**config.mk**
```make
export PLATFORM = sky130hd
export DESIGN_NAME = oam_dma_arbiter_flat
export DESIGN_NICKNAME = d
export VERILOG_FILES = /design/src/rtl/oam_dma_arbiter_if.sv /design/src/rtl/oam_dma_arbiter.sv /design/src/flat_wrapper.sv
export SDC_FILE = /design/constraint.sdc
export NUM_CORES = 1
export LEC_CHECK = 0
export BUFFER_PORTS_ARGS = -buffer_cell sky130_fd_sc_hd__buf_2
export CORE_MARGIN = 1
export CORE_UTILIZATION = 41
export DETAILED_ROUTE_END_ITERATION = 10
export GPL_TIMING_DRIVEN = 0
export PLACE_DENSITY = 0.75
export REMOVE_ABC_BUFFERS = 1
export SLEW_MARGIN = 10
export SYNTH_ARGS = -nofsm -noshare
export SYNTH_HDL_FRONTEND = slang
export SYNTH_SLANG_ARGS = --single-unit
```
**constraint.sdc**
```tcl
create_clock -name clock -period 1.9 [get_ports clock]
set_input_delay 0.095 -clock clock [delete_from_list [all_inputs] [get_ports clock]]
set_output_delay 0.095 -clock clock [all_outputs]
set_load 0.03 [all_outputs]
```
**src/rtl/oam_dma_arbiter_if.sv**
```systemverilog
// CPU-side and memory-side bus bundle for the OAM DMA arbiter.
// slave: arbiter view (cpu_* in, mem_* out); master: the opposite side.
interface oam_dma_arbiter_if;
  logic [15:0] cpu_address;
  logic [7:0]  cpu_o_data;
  logic        cpu_wren;
  logic        cpu_read;
  logic        cpu_ce;
  logic [15:0] mem_address;
  logic [7:0]  mem_o_data;
  logic        mem_wren;
  logic        mem_read;
  logic [7:0]  mem_i_data;
  logic        dma_busy;

  modport slave (
    input  cpu_address, cpu_o_data, cpu_wren, cpu_read,
    input  mem_i_data,
    output cpu_ce, dma_busy,
    output mem_address, mem_o_data, mem_wren, mem_read
  );

  modport master (
    output cpu_address, cpu_o_data, cpu_wren, cpu_read,
    output mem_i_data,
    input  cpu_ce, dma_busy,
    input  mem_address, mem_o_data, mem_wren, mem_read
  );
endinterface

```
**src/rtl/oam_dma_arbiter.sv**
```systemverilog
// OAM DMA arbiter: a CPU write to DMA_REG stalls the CPU and copies
// LENGTH bytes of page {page,00..} to DEST_ADDR. Ports: clock, reset_n, bus.
module oam_dma_arbiter #(
  parameter logic [15:0] DMA_REG   = 16'h4014,
  parameter logic [15:0] DEST_ADDR = 16'h2004,
  parameter int          LENGTH    = 256
) (
  input  logic              clock,
  input  logic              reset_n,
  oam_dma_arbiter_if.slave  bus
);

  localparam logic [8:0] LAST = 9'(LENGTH - 1);

  typedef enum logic [2:0] {
    IDLE, DUMMY, ALIGN, RD, WR
  } state_e;

  state_e     state_q, state_d;
  logic [7:0] page_q, page_d;
  logic [8:0] index_q, index_d;
  logic       parity_q;

  always_comb begin
    state_d = state_q;
    page_d  = page_q;
    index_d = index_q;
    unique case (state_q)
      IDLE: begin
        if (bus.cpu_wren && bus.cpu_address == DMA_REG) begin
          state_d = DUMMY;
          page_d  = bus.cpu_o_data;
          index_d = '0;
        end
      end
      // An odd-phase DUMMY inserts ALIGN so reads start on a fixed phase.
      DUMMY: state_d = parity_q ? ALIGN : RD;
      ALIGN: state_d = RD;
      RD:    state_d = WR;
      WR: begin
        if (index_q == LAST) begin
          state_d = IDLE;
        end else begin
          index_d = index_q + 9'd1;
          state_d = RD;
        end
      end
      default: state_d = IDLE;
    endcase
  end

  always_ff @(posedge clock or negedge reset_n) begin
    if (!reset_n) begin
      state_q  <= IDLE;
      page_q   <= '0;
      index_q  <= '0;
      parity_q <= 1'b0;
    end else begin
      state_q  <= state_d;
      page_q   <= page_d;
      index_q  <= index_d;
      parity_q <= ~parity_q;
    end
  end

  always_comb begin
    bus.cpu_ce      = 1'b0;
    bus.dma_busy    = 1'b1;
    bus.mem_address = DEST_ADDR;
    bus.mem_o_data  = 8'h00;
    bus.mem_wren    = 1'b0;
    bus.mem_read    = 1'b0;
    unique case (state_q)
      IDLE: begin
        bus.cpu_ce      = 1'b1;
        bus.dma_busy    = 1'b0;
        bus.mem_address = bus.cpu_address;
        bus.mem_o_data  = bus.cpu_o_data;
        bus.mem_wren    = bus.cpu_wren;
        bus.mem_read    = bus.cpu_read;
      end
      RD: begin
        bus.mem_address = {page_q, index_q[7:0]};
        bus.mem_read    = 1'b1;
      end
      WR: begin
        bus.mem_o_data = bus.mem_i_data;
        bus.mem_wren   = 1'b1;
      end
      default: ;
    endcase
  end

endmodule

```
**src/flat_wrapper.sv**
```systemverilog
// flat-port wrapper written by rule: the top's interface ports become plain ports
module oam_dma_arbiter_flat 
#(
  parameter logic [15:0] DMA_REG   = 16'h4014,
  parameter logic [15:0] DEST_ADDR = 16'h2004,
  parameter int          LENGTH    = 256
)
  (clock, reset_n, bus_cpu_address, bus_cpu_o_data, bus_cpu_wren, bus_cpu_read, bus_mem_i_data, bus_cpu_ce, bus_dma_busy, bus_mem_address, bus_mem_o_data, bus_mem_wren, bus_mem_read);
  oam_dma_arbiter_if bus_i ();
  input  logic clock;
  input  logic reset_n;
  input wire logic [$bits(bus_i.cpu_address)-1:0] bus_cpu_address;
  input wire logic [$bits(bus_i.cpu_o_data)-1:0] bus_cpu_o_data;
  input wire logic [$bits(bus_i.cpu_wren)-1:0] bus_cpu_wren;
  input wire logic [$bits(bus_i.cpu_read)-1:0] bus_cpu_read;
  input wire logic [$bits(bus_i.mem_i_data)-1:0] bus_mem_i_data;
  output wire logic [$bits(bus_i.cpu_ce)-1:0] bus_cpu_ce;
  output wire logic [$bits(bus_i.dma_busy)-1:0] bus_dma_busy;
  output wire logic [$bits(bus_i.mem_address)-1:0] bus_mem_address;
  output wire logic [$bits(bus_i.mem_o_data)-1:0] bus_mem_o_data;
  output wire logic [$bits(bus_i.mem_wren)-1:0] bus_mem_wren;
  output wire logic [$bits(bus_i.mem_read)-1:0] bus_mem_read;
  assign bus_i.cpu_address = bus_cpu_address;
  assign bus_i.cpu_o_data = bus_cpu_o_data;
  assign bus_i.cpu_wren = bus_cpu_wren;
  assign bus_i.cpu_read = bus_cpu_read;
  assign bus_i.mem_i_data = bus_mem_i_data;
  assign bus_cpu_ce = bus_i.cpu_ce;
  assign bus_dma_busy = bus_i.dma_busy;
  assign bus_mem_address = bus_i.mem_address;
  assign bus_mem_o_data = bus_i.mem_o_data;
  assign bus_mem_wren = bus_i.mem_wren;
  assign bus_mem_read = bus_i.mem_read;
  oam_dma_arbiter #(.DMA_REG(DMA_REG), .DEST_ADDR(DEST_ADDR), .LENGTH(LENGTH)) u_core (.clock(clock), .reset_n(reset_n), .bus(bus_i));
endmodule
```
* Word-level counts from Yosys, hierarchy flattened *
Cells that the tools add are included.
W data, S select, Z words.

word-level totals
  flip-flop bits (word level) = 21
  latch bits = 0
  RAM bits = 0
  ROM bits = 0
  input port bits = 36
  memories kept = 0

cells by class
  add/subtract/negate cells = 1
  multiply operators = 0
  divide/modulo/power cells = 0
  order comparisons = 0
  equal/unequal tests = 8
  shift-type cells = 0
  muxes and demuxes = 13
  bitwise operators = 1
  reduce and logical (&&, ||, !) cells = 5

operators by type and width
  cell                    number
  $pmux W16 S2            1
  $mux W9                 2
  $pmux W9 S2             1
  $eq A16 B15 Y1 const B  1
  $pmux W8 S2             1
  $pmux W3 S5             1
  $add A9 B1 Y9 const B   1
  $eq A9 B8 Y1 const B    1
  $eq A3 B2 Y1 const B    2
  $pmux W1 S2             2
  $eq A3 B1 Y1 const B    1
  $eq A3 B3 Y1 const B    1
  $logic_not A3 Y1        1
  $mux W1                 3
  $mux W3                 1
  $reduce_and A3 Y1       1
  $mux W2                 1
  $ne A2 B1 Y1 const B    1
  $ne A2 B2 Y1 const B    1
  $reduce_and A2 Y1       1
  $reduce_bool A2 Y1      1
  $logic_and A1 B1 Y1     1
  $not A1 Y1              1

* Depth between registers and ports, before layout *
Gate-level depths: netlist of run 1.

  depth in word-level cells = 4
  gate-level depth with buffers = 8

* Worst setup path before layout of run 1 *
OpenSTA, ideal clock, no wires.

  path type = reg2out
  start point = register u_core.state_q[1]
  end point = output port bus_mem_address[13]
  arrival time = 1974 ps
  required time = 1805 ps
  setup slack = -169 ps
  cell stages (with the launch flop) = 6
  path buffers = 2
  cells stage by stage = dfrtp_1 > buf_4 > or3_4 > inv_1 > clkbuf_1 > o21ai_0

between the ends
  longest elaborated chain between the ends = 2
  elaborated cells on any way between the ends = 3

ends and longest elaborated chain
  what                                              line                   source
  start, declared                                   oam_dma_arbiter.sv:19  state_e state_q, state_d;
  start signal, assigned                            oam_dma_arbiter.sv:59  state_q <= state_d;
  $eq A3 B2 Y1 or $logic_not A3 Y1 (tied branches)  oam_dma_arbiter.sv:73  unique case (state_q)
  $pmux W16 S2 *                                    oam_dma_arbiter.sv:73
  end, declared                                     flat_wrapper.sv:19     output wire logic [$bits(bus_i.mem_address)-1:0] bus_mem_address;

Mark *: on every way between the ends. The rest lies on a longest branch, timed or not.

* Worst setup path after layout of run 1 *
  start point = register u_core.state_q[2]
  end point = output port bus_mem_address[2]

Same word-level chain as after synthesis.

==> flow_metrics.py, run 1 <==
metrics = {
    "yosys": {
        "synthSimpleGateAreaFrac": 0.189,
        "synth.yosys.warnings": 0,
        "synth-adder-area-share": 0.0191,
        "synth_top_cell_by_area": "dfrtp_1",
        "synth_mux_area_frac": 0.0868,
        "synth.distinct_cells": 35,
        "syn_area_mm2": 0.00131,
        "synth_top_family_by_area": "compound AO/OA/AOI/OAI gates",
        "yosys-top-cells-area": "dfrtp_1 40%, a22o_1 15%, mux2_2 6.0%, nand2_1 3.7%, o21ai_0 3.1%",
        "ys_seq_area_frac": 0.401,
        "synth-xor-area-share": 0.00668,
        "postSynthRegisterBits": 21,
        "synth_top_area_share": 0.401,
        "synth-compound-area-share": 0.246,
        "syn_inst": 135,
        "syn_avg_cell_area_um2": 9.71,
    },
    "global_route": {
        "antenna_found_initial": 0,
        "grt_max_degree": 22,
        "grt_pass1_vias": 1207,
        "grt_pass1_wl_mm": 5.46,
        "gr-usage-all-layers": 0.214,
        "grt_remaining_overflow": 0,
    },
    "critical_path": {
        "path_class": "reg2out",
        "path_buf_inv": 2,
        "cp_top_family": "simple AND/OR/NAND/NOR gates",
        "reg2reg_from": "u_core.state_q[2]",
        "worstSetupEndpointType": "output pin",
        "critPathArrivalTime_ps": 1860,
        "crit_required_ps": 1800,
        "cp_cell_sequence": "or3_4 > clkinvlp_4 > a22oi_2 > o21ai_1 > buf_4",
        "worstPathMaxFanout": 8,
        "cp-start-kind": "register",
        "slowest_delay_ps": 490,
        "worstSetupStartpoint": "u_core.state_q[2]",
        "critical-path-slowest-cell": "or3_4",
    },
    "detailed_routing": {
        "drt-initial-drc-count": 62,
        "firstDrtPassIters": 4,
        "via_count": 1416,
        "ant_nets": 0,
        "wirelength_mm": 3.93,
        "drc": 0,
        "wire_per_inst_um": 15.5,
        "vias_per_cell": 5.60,
    },
    "timing": {
        "slew_headroom": 0.627,
        "hold_viol": 0,
        "setup_violations": 2,
        "layout_setup_ws_ps": -58.6,
        "slew_viol_final": 0,
        "finClkSkew_ps": 1.73,
        "fin_crit_ps": 1960,
        "tightest_slew_ps": 558,
        "rsz0062_at_grt": "true",
        "max_freq_mhz": 511,
        "fin_setup_tns_ps": -98.5,
        "finalCritPeriodShare": 1.03,
    },
    "cts": {
        "cts_tree": "yes",
        "ctsRootBufferMaster": "clkbuf_4",
        "cts_buffer_depth": 2,
        "clock_latency_ps": 300,
        "cts_max_level": 1,
        "cts-buffers-inserted": 3,
        "cts_sinks": 21,
        "clkTransAtPathRegs_ps": 120,
    },
    "layout": {
        "fill_cells": 259,
        "drive_above_1_share": 0.512,
        "areaGrowthSynthToFinish_pct": 48.2,
        "nets": 248,
        "antennaDiodeCount": 0,
        "utilization": 0.636,
        "final_cell_mix": "43 x buf_2, 24 x buf_4, 22 x a22o_1",
        "mostFrequentLayoutCell": "buf_2",
    },
    "floorplan": {
        "io_pins": 64,
        "initial_utilization": 0.430,
        "chipHeight_um": 58.6,
        "fp.dieW_um": 58.6,
        "rows": 20,
        "core_mm2": 0.00305,
        "dieArea_mm2": 0.00343,
    },
    "status": {
        "outcome": "finished with violations",
        "violations": "setup timing",
    },
    "flow_run": {
        "maxCapViolCount": 0,
    },
    "pwr": {
        "p_leak_nw": 0.919,
        "p_total_mw": 3.16,
        "power_density_mw_per_mm2": 1630,
        "vdd_ir_drop_max_mv": 0.785,
    },
    "place": {
        "portBuffers": 63,
        "dp_hpwl_mm": 2.49,
        "gp_congestion": 0.809,
    },
    "min_path": {
        "min_path_type": "in2reg",
        "min_from": "bus_cpu_o_data[3]",
    },
}
## registers in the layout (all words and copies together), names as in the netlist
register	flops
u_core.index_q	9
u_core.page_q	8
u_core.state_q	3
u_core.parity_q	1
## cells in the mapped netlist
library cell  number
a21o_1             1
a21oi_1            1
a22o_1            22
a22oi_1            2
and2_1             2
buf_2              3
buf_4              1
buf_6              1
clkbuf_1           4
dfrtp_1           21
ha_1               2
inv_1              5
mux2_2             7
mux2_4             1
mux2i_1            2
nand2_1           13
nand2b_1           1
nand3_1            4
nand4_1            1
nand4b_1           1
nor2_1             8
nor3_1             4
nor3_4             1
nor3b_2            1
nor4b_1            3
o211ai_1           3
o21a_1             1
o21ai_0            8
o22ai_1            4
o31ai_1            1
or3_1              2
or3_4              1
or3b_2             1
or4_1              1
xnor2_1            1
## per-layer routing
metal	global-route usage	vias to the layer above	part of all wire	routed length, um
met5	0	-	0	0
met4	0.0850	0	0.016	61
met3	0.0198	6	0.059	232
met2	0.384	72	0.50	1960
met1	0.264	676	0.43	1670
li1	-	662	-	-
## cell families (layout without fill, tap and decap cells)
family                     Yosys count  count (layout)
and+or+nand+nor                     44              45
AOI/OAI and AO/OA                   43              43
DFF                                 21              21
buffers and inverters               14              87
muxes                               10              10
adders and majority gates            2               2
xor gates and xnor gates             1               1
## per-stage QoR
stage / cells / cell area (um2) / worst slack, ps / hold WS (ps)
after floorplan: 126 / 1260 / -260 / -201
final: 253 / 1940 / -58.6 / 34.5
after detailed placement: 233 / 1630 / -323 / 71.9
after global routing: 253 / 1940 / -110 / 22.1
after global placement: 233 / 1630 / -236 / 70.8
after CTS: 247 / 1810 / -49.1 / 37.9
## worst paths after layout
path | to | slack [ps] | cells past startpoint
worst max-delay path | bus_mem_address[2] | -60 | 5
worst max register to register | u_core.page_q[0] | 30 | 5
min in group asynchronous | u_core.index_q[1] | 270 | 2
max in group asynchronous | u_core.state_q[2] | 1290 | 2
worst min register to register | u_core.parity_q | 450 | 1
worst min-delay path | u_core.page_q[3] | 30 | 2
## repair_timing
item,4_1_cts,5_1_grt
setup buffers,6,5
hold buffers,1,0
hold endpoints to repair,21,0
setup endpoints to repair,45,30
cloned,3,1
gates resized for setup,24,36
pin swaps,5,5
## where the power goes
group	total, mW	switching [mW]	internal (mW)
combinational	2.17	1.31	0.862
sequential	0.774	0.194	0.580
clock	0.213	0.135	0.0784
## area by class of cell
class	instances	area, um2	share of cell area
repair inverters	3	22.5	0.0116
clock buffers	3	22.5	0.0116
clock inverters	1	5.00	0.00258
inverters	5	22.5	0.0116
multi-input cells	101	785	0.404
repair buffers	75	502	0.258
flip-flops and latches	21	529	0.272
well taps	44	55.1	0.0283
## worst register-to-register path, stage by stage, from the launching register on
cell     delay [ps]
dfrtp_2         450
or3_4           490
buf_4           180
nor3_4          150
buf_12          170
mux2_2          340
Note: power is estimated with default switching activity, not from simulation.
==> run 2: changes to the inputs <==
- CTS_CLUSTER_SIZE: not set -> 25
- SETUP_SLACK_MARGIN: not set -> 0.02
==> run 2 against run 1 <==
Compared with the run above: the flow still finishes with violations (setup timing); clock skew rose by 0.58 ps; critical path type unchanged; hold slack improved by 2.7 ps; routed wire length rose by 9.3%; via count rose by 0.64%; sequential share of layout area fell by 0.83 points; power rose by 5.0%; sequential power rose by 0.9%; count of clock-buffer cells in the layout did not move; critical path depth did not move; worst setup slack improved by 24 ps.
==> flow_metrics.py, run 2 (synthesis gave the netlist of run 1 again) <==
metrics = {
    "detailed_routing": {
        "drc": 0,
        "wire_per_inst_um": 16.8,
        "vias_per_cell": 5.57,
        "firstDrtPassIters": 4,
        "ant_nets": 0,
        "drt-initial-drc-count": 60,
        "wirelength_mm": 4.29,
        "via_count": 1425,
    },
    "critical_path": {
        "cp-start-kind": "register",
        "reg2reg_from": "u_core.state_q[2]",
        "critPathArrivalTime_ps": 1840,
        "worstPathMaxFanout": 8,
        "worstSetupEndpointType": "output pin",
        "crit_required_ps": 1800,
        "reg2reg_depth": 5,
        "r2r_end": "u_core.page_q[0]",
        "rrSetupSlack_ps": 20,
        "path_class": "reg2out",
    },
    "place": {
        "gp_congestion": 0.809,
        "dp_hpwl_mm": 2.49,
        "place_worst_setup_slack_ps": -323,
        "portBuffers": 63,
        "dpl.cell_count": 233,
    },
    "floorplan": {
        "chipHeight_um": 58.6,
        "core_mm2": 0.00305,
        "rows": 20,
        "fp.dieW_um": 58.6,
        "dieArea_mm2": 0.00343,
        "io_pins": 64,
        "initial_utilization": 0.430,
    },
    "pwr": {
        "seqPwrFrac": 0.236,
        "p_comb_frac": 0.700,
        "p_leak_nw": 0.939,
        "clkPwrFrac": 0.064,
        "power_density_mw_per_mm2": 1650,
        "p_int_mw": 1.61,
        "p_sw_frac": 0.514,
        "p_switching_mw": 1.70,
        "vdd_ir_drop_max_mv": 0.830,
        "p_total_mw": 3.32,
    },
    "global_route": {
        "grt_max_degree": 22,
        "grt_remaining_overflow": 0,
        "grt_pass1_vias": 1229,
        "gr-usage-all-layers": 0.225,
        "antenna_found_initial": 0,
        "grt_pass1_wl_mm": 5.70,
    },
    "status": {
        "outcome": "finished with violations",
        "violations": "setup timing",
    },
    "layout": {
        "antennaDiodeCount": 0,
        "largestRegisters": "u_core.index_q x9, u_core.page_q x8, u_core.state_q x3",
        "largest_reg_flops": 9,
        "drive_above_1_share": 0.519,
        "mostFrequentLayoutCell": "buf_2",
        "fin_cells": 256,
        "nets": 251,
        "top_register": "u_core.index_q",
        "areaGrowthSynthToFinish_pct": 52.9,
        "final_cell_mix": "41 x buf_2, 22 x a22o_1, 20 x buf_4",
    },
    "timing": {
        "finClkSkew_ps": 2.32,
        "slew_viol_final": 0,
        "tightest_slew_ps": 563,
        "hold_viol": 0,
        "layout_setup_ws_ps": -34.6,
        "slew_headroom": 0.620,
        "setup_violations": 2,
        "max_freq_mhz": 517,
        "hold_slack_ps": 37.2,
        "rsz0062_at_grt": "true",
        "fin_crit_ps": 1930,
        "finalCritPeriodShare": 1.02,
    },
    "flow_run": {
        "maxCapViolCount": 0,
    },
    "min_path": {
        "min_path_type": "in2reg",
        "min_to": "u_core.page_q[3]",
        "holdPathStages": 2,
        "min_from": "bus_cpu_o_data[3]",
    },
    "cts": {
        "cts_sinks": 21,
        "cts-buffers-inserted": 3,
        "clkTransAtPathRegs_ps": 120,
        "cts_buffer_depth": 2,
        "cts_max_level": 1,
        "ctsRootBufferMaster": "clkbuf_4",
        "clock_latency_ps": 300,
        "cts_tree": "yes",
    },
}
run 2: cell count changes in the layout (fill, tap and decap cells not counted):
cell	change
buf_2	-2
buf_4	-4
buf_6	+8
nor2_4	+1
run 2: layer usage:
metal | vias to the layer above | share of wire | wire length [um] | global-route usage
met3 | 6 | 0.062 | 266 | 0.0198
met1 | 680 | 0.40 | 1720 | 0.286
met2 | 72 | 0.52 | 2240 | 0.397
li1 | 667 | - | - | -
met5 | - | 0 | 0 | 0
met4 | 0 | 0.013 | 57 | 0.0884
run 2: power groups by stage:
stage / Combinational [mW] / Clock [mW] / Sequential, mW
2_1_floorplan: 1.25 / 0 / 0.724
3_3_place_gp: 1.62 / 0 / 0.763
3_5_place_dp: 1.66 / 0 / 0.781
4_1_cts: 2.02 / 0.214 / 0.765
5_1_grt: 2.44 / 0.237 / 0.798
6_report: 2.32 / 0.213 / 0.781
run 2: per-stage QoR:
stage               instance area [um2]   util  TNS (ps)
floorplan                          1260      -     -3440
global placement                   1630  0.535     -3780
detailed placement                 1630  0.535     -7780
CTS                                1850  0.607     -83.3
global route                       2000  0.657      -415
finish                             2000  0.657     -56.6
run 2: how the worst max path moves through the flow:
stage	start	to	slack [ps]	cells past startpoint
2_1_floorplan	u_core.state_q[1]	bus_mem_address[13]	-260	4
3_5_place_dp	u_core.index_q[0]	u_core.state_q[0]	-320	7
4_1_cts	u_core.state_q[2]	bus_mem_address[2]	-50	5
3_3_place_gp	u_core.index_q[0]	u_core.index_q[6]	-240	7
6_report	u_core.state_q[2]	bus_mem_address[2]	-30	5
5_1_grt	u_core.state_q[2]	bus_mem_address[13]	-100	5
run 2: final cells by class:
type / instances / area, um2
sequential: 21 / 529
clock buffer: 3 / 22.5
clock inverter: 1 / 5.00
fill: 254 / 1050
inverter: 5 / 22.5
timing repair inverter: 3 / 22.5
timing repair buffer: 77 / 552
tap: 44 / 55.1
multi-input combinational: 102 / 796
run 2: repair_timing:
action | in CTS | in global routing
hold buffers | 1 | 0
cloned | 3 | 2
setup endpoints to repair | 45 | 32
resized for setup | 40 | 20
endpoints found under the hold margin | 21 | 0
pin swaps | 5 | 8
setup buffers | 6 | 7
run 2: critical path: stages, from the launching register on:
cell and delay (ps):
dfrtp_2 460, or3_4 490, clkinvlp_4 210, a22oi_2 100, o21ai_1 100, buf_4 180
